===== src/rtl/seg7_pkg.sv =====
// Shared constants for the seven-segment hex display: segment patterns, FSM
// state encodings and the digit-index width helper.
package seg7_pkg;

    localparam logic [6:0] SEG_BLANK = 7'h7F;

    // Active-low patterns, bit order {g,f,e,d,c,b,a}, indexed by hex digit value
    localparam logic [6:0] SEG_TABLE [0:15] = '{
        7'b1000000, 7'b1111001, 7'b0100100, 7'b0110000,
        7'b0011001, 7'b0010010, 7'b0000010, 7'b1111000,
        7'b0000000, 7'b0011000, 7'b0001000, 7'b0000011,
        7'b1000110, 7'b0100001, 7'b0000110, 7'b0001110
    };

    typedef logic [1:0] state_t;

    localparam logic [1:0] ST_IDLE   = 2'd0;
    localparam logic [1:0] ST_UPDATE = 2'd1;
    localparam logic [1:0] ST_DONE   = 2'd2;

    function automatic int idx_width(input int n);
        return (n <= 1) ? 1 : $clog2(n);
    endfunction

endpackage


===== src/rtl/seg7_digit_lut.sv =====
// Combinational hex-digit to seven-segment lookup, shared by every digit of
// the update walk.
module seg7_digit_lut
    import seg7_pkg::*;
(
    input  logic [3:0] digit,
    output logic [6:0] segments
);

    assign segments = SEG_TABLE[digit];

endmodule


===== src/rtl/seg7_hex_display.sv =====
// N-digit hex driver: captures a packed value, decodes it one digit per cycle
// MSD first, then applies blinking and blanking. Optional SEG7_HEX_DISPLAY_LZB_EN.
module seg7_hex_display
    import seg7_pkg::*;
#(
    parameter int NUM_DIGITS = 8,
    parameter int BLINK_DIV  = 25000000
) (
    input  logic                    iCLK,
    input  logic                    iRST,
    input  logic                    iLOAD,
    input  logic [4*NUM_DIGITS-1:0] iVALUE,
    input  logic                    iENABLE,
    input  logic [NUM_DIGITS-1:0]   iBLINK_MASK,
    output logic                    oREADY,
    output logic                    oDONE,
    output logic [7*NUM_DIGITS-1:0] oSEGMENTS
);

    localparam int IDX_W = idx_width(NUM_DIGITS);
    localparam int CNT_W = (BLINK_DIV <= 2) ? 1 : $clog2(BLINK_DIV);
    localparam logic [IDX_W-1:0] IDX_TOP = IDX_W'(NUM_DIGITS - 1);
    localparam logic [CNT_W-1:0] CNT_TOP = CNT_W'(BLINK_DIV - 1);

    state_t                  state;
    logic [IDX_W-1:0]        idx;
    logic [4*NUM_DIGITS-1:0] value_q;
    logic [7*NUM_DIGITS-1:0] seg_q;
    logic [CNT_W-1:0]        blink_cnt;
    logic                    blink_phase;

    logic [3:0] cur_digit;
    logic [6:0] cur_pattern;
    logic [6:0] wr_pattern;
    logic       accept;

    assign oREADY = (state == ST_IDLE) || (state == ST_DONE);
    assign oDONE  = (state == ST_DONE);
    assign accept = iLOAD && oREADY;

    assign cur_digit = value_q[4*idx +: 4];

    seg7_digit_lut u_lut (
        .digit    (cur_digit),
        .segments (cur_pattern)
    );

`ifdef SEG7_HEX_DISPLAY_LZB_EN
    logic seen_nz;

    always_ff @(posedge iCLK) begin
        if (iRST) begin
            seen_nz <= 1'b0;
        end else if (accept) begin
            seen_nz <= 1'b0;
        end else if (state == ST_UPDATE && cur_digit != 4'd0) begin
            seen_nz <= 1'b1;
        end
    end

    // Digit 0 is never blanked so an all-zero value still shows "0"
    assign wr_pattern = (cur_digit == 4'd0 && !seen_nz && idx != '0) ? SEG_BLANK : cur_pattern;
`else
    assign wr_pattern = cur_pattern;
`endif

    always_ff @(posedge iCLK) begin
        if (iRST) begin
            state   <= ST_IDLE;
            idx     <= '0;
            value_q <= '0;
            seg_q   <= {NUM_DIGITS{SEG_BLANK}};
        end else begin
            case (state)
                ST_IDLE, ST_DONE: begin
                    if (iLOAD) begin
                        value_q <= iVALUE;
                        idx     <= IDX_TOP;
                        state   <= ST_UPDATE;
                    end else begin
                        state   <= ST_IDLE;
                    end
                end
                ST_UPDATE: begin
                    seg_q[7*idx +: 7] <= wr_pattern;
                    idx               <= idx - 1'b1;
                    if (idx == '0) begin
                        state <= ST_DONE;
                    end
                end
                default: state <= ST_IDLE;
            endcase
        end
    end

    always_ff @(posedge iCLK) begin
        if (iRST) begin
            blink_cnt   <= '0;
            blink_phase <= 1'b0;
        end else if (blink_cnt == CNT_TOP) begin
            blink_cnt   <= '0;
            blink_phase <= ~blink_phase;
        end else begin
            blink_cnt   <= blink_cnt + 1'b1;
        end
    end

    // Gating is purely combinational so mask/enable changes show up immediately
    always_comb begin
        oSEGMENTS = seg_q;
        for (int k = 0; k < NUM_DIGITS; k++) begin
            if (!iENABLE || (blink_phase && iBLINK_MASK[k])) begin
                oSEGMENTS[7*k +: 7] = SEG_BLANK;
            end
        end
    end

endmodule

===== config.mk =====
export PLATFORM = sky130hd
export DESIGN_NAME = seg7_hex_display
export DESIGN_NICKNAME = d
export VERILOG_FILES = /design/src/rtl/seg7_pkg.sv /design/src/rtl/seg7_digit_lut.sv /design/src/rtl/seg7_hex_display.sv
export SDC_FILE = /design/constraint.sdc
export NUM_CORES = 1
export LEC_CHECK = 0
export CORE_UTILIZATION = 56
export DETAILED_ROUTE_END_ITERATION = 10
export PLACE_DENSITY = 0.91
export SLEW_MARGIN = 20
export SYNTH_ARGS = -nofsm -noshare
export SYNTH_HDL_FRONTEND = slang
export SYNTH_SLANG_ARGS = --single-unit

===== constraint.sdc =====
create_clock -name iCLK -period 5.7 [get_ports iCLK]
set_input_delay 0.855 -clock iCLK [delete_from_list [all_inputs] [get_ports iCLK]]
set_output_delay 0.855 -clock iCLK [all_outputs]
set_load 0.02 [all_outputs]

==> qor.txt <==
status - completed
Tcrit/Tclk final - 0.678
vias in the first global route - 4915
area delta synth->final - 30.4%
net count after synthesis - 677
Antenna Cells - 0
Worst-path clk slew - 0.06 ns
Max Root-Sink Buffers - 2
CTS tree - done
Post-CTS Setup Bufs - 0
sequential cell area - 2380 µm²
non-filler instance count after layout - 855
Slew Limit Fails - 0
critical path startpoint category - register
Post-Syn Instances - 621
register area share after synthesis - 0.442
Tot GR Track Use - 0.302
ANT nets after route - 0
Least-Margin Pin Slew - 1.05 ns
Die H - 100 µm
area occupied by multi-input gates - 2820 µm²
Final min period - 3.86 ns
Setup crit end kind - register
setup TNS - 0 ns
top post-synthesis cells by area - dfxtp_1 (44%), a21oi_1 (7.3%), nand2b_1 (6.7%)
Clk Tree Root Cell - clkbuf_8
EDFF count, synth - 0
RSZ-0062 raised after global routing - false
WP data required - 6.07 ns
syn avg cell area - 8.67 µm²
Worst VDD drop - 0.233 mV
routed len/inst - 16.8 µm
Die X - 100 µm
vias per cell - 5.76
share of cells above drive strength 1 - 0.0785
Clk Latency, worst-skew pair - 0.54 ns
DP Cell Count - 823
first-pass GRT wire length - 23.3 mm
area leader, netlist - dfxtp_1
share of the synthesized area in the top cell type - 0.442
max_cap viols - 0
Inserted Clock Buffers - 17
NumNets Final - 769
Die Footprint - 10000 µm²
HP Class - reg -> reg
total grt overflow - 0
floorplan row count - 35
Final Hold Viols - 0
crit path DAT - 4.23 ns
# IOs - 102
DR DRC count - 0
H-tree Lvls - 4
Core Box Area - 9280 µm²
largest net degree at the start of global routing - 48
clock skew - 0.00967 ns
number of fillers in the final layout - 629
max_slew headroom - 0.300
Post-CTS Hold Fix Bufs - 0
vias - 4926
Starting Density - 0.580
# setup viols final - 0
Pleak - 2.55 nW
synth unique cells - 49
CTS Sinks - 119
fraction of registers with async set/reset - 0
RD Place Congestion - 0.802
Cell Area, Synth - 5380 µm²
crit path kind - reg -> reg
pwr dens - 328 nW/µm²
post-CTS sizing - 0
critical-path maximum fanout - 17
I/O Buffers - 101
Total Wirelength - 14.4 mm
drt first pass iters - 5
Seq cells post-synth - 119
Synth Warn # - 0
Initial DRC Count - 320
Synth Flop Type - dfxtp_1
post-DP HPWL - 9.34 mm
initial antenna violation count - 0
Max Clk Rate - 0.259 GHz
## final timing paths
path                           start  depth (start not counted)                      end  slack, ns
max              idx[0]$_SDFFE_PP0P_                          8   seg_q[45]$_SDFFE_PP1P_       1.84
min          value_q[2]$_SDFFE_PP0P_                          2  value_q[2]$_SDFFE_PP0P_       0.45
max reg2reg      idx[0]$_SDFFE_PP0P_                          8   seg_q[45]$_SDFFE_PP1P_       1.84
min reg2reg  value_q[2]$_SDFFE_PP0P_                          2  value_q[2]$_SDFFE_PP0P_       0.45
## layout by cell type, fill, tap and decap left out, drive strengths merged, types with 10 or more instances in the layout
cell           instances
nand3                 15
nor2                  50
clkdlybuf4s50        100
nand2                 81
o21ai                 53
a21oi                 82
ha                    12
nand2b                58
dfxtp                119
xnor2                 18
clkbuf                18
inv                   19
nor3                  10
## sequential cells by signal, summed over array words and instances, names as in the netlist
| signal | count |
|---|---|
| blink_cnt | 25 |
| blink_phase | 1 |
| idx | 3 |
| seg_q | 56 |
| state | 2 |
| value_q | 32 |
## power breakdown
group	switching (mW)	internal, mW	total [mW]
Sequential	0.0331	0.869	0.902
Combinational	0.196	0.133	0.328
Clock	0.424	0.645	1.07
## through the flow
| stage | setup slack, ns | util | power [mW] | hold WS [ns] | instance area [µm²] |
|---|---|---|---|---|---|
| after floorplan | 3.04 | - | 1.13 | 0.426 | 5380 |
| after global placement | 1.95 | 0.692 | 1.22 | 0.439 | 6420 |
| after detailed placement | 1.87 | 0.692 | 1.23 | 0.446 | 6420 |
| after CTS | 1.81 | 0.755 | 2.30 | 0.454 | 7010 |
| after global routing | 1.67 | 0.756 | 2.36 | 0.478 | 7020 |
| final | 1.84 | 0.756 | 2.30 | 0.453 | 7020 |
## layer usage
layer | track usage | share of wire
met5 | 0 | 0
met4 | 0.148 | 0.026
met3 | 0.0780 | 0.069
met2 | 0.554 | 0.52
met1 | 0.322 | 0.39
## cell families after synthesis
| logic type | Yosys count | share of synthesized area |
|---|---|---|
| buffers and inverters | 42 | 0.0349 |
| and+or+nand+nor | 244 | 0.224 |
| adders and majority gates | 12 | 0.0279 |
| xor gates and xnor gates | 24 | 0.0390 |
| AOI/OAI and AO/OA | 160 | 0.170 |
| DFF | 119 | 0.442 |
| muxes | 20 | 0.0616 |
## synthesized netlist by cell type (2+ instances only)
cell        n
mux2_2      5
o21ai_0    33
mux2i_1     4
a211oi_1    4
mux4_2      5
clkbuf_1   20
mux2_4      2
nor2b_1     4
buf_2       3
mux4_1      3
a21boi_0    8
o21ai_1    20
and4_1      4
nor2_1     49
nor4_1      2
ha_1       12
nand3b_1    2
a21oi_1    79
and3_1      4
buf_6       3
a31oi_1     3
inv_1      12
nor3b_1     2
xor2_1      6
nand2_1    81
buf_1       2
a21oi_2     3
and2_1      2
nor3_1     10
nand2b_1   58
nand4_1     5
dfxtp_1   119
nand3_1    15
o211ai_1    2
xnor2_1    18
a221oi_1    4
## cell type report
type,count,share of cell area
Clock buffer,18,0.0610
Clock inverter,14,0.0232
Inverter,13,0.00695
Multi-Input combinational cell,460,0.402
Sequential cell,119,0.339
Tap cell,129,0.0230
Timing Repair Buffer,102,0.144
## critical path, stage by stage, from the launching register on
cell	delay, ns
dfxtp_1	0.90
mux4_2	0.65
mux2_2	0.32
inv_1	0.21
ha_1	0.30
inv_1	0.15
mux2i_1	0.09
a22oi_1	0.81
o21ai_0	0.26
Power figures use the tool's default switching activity.
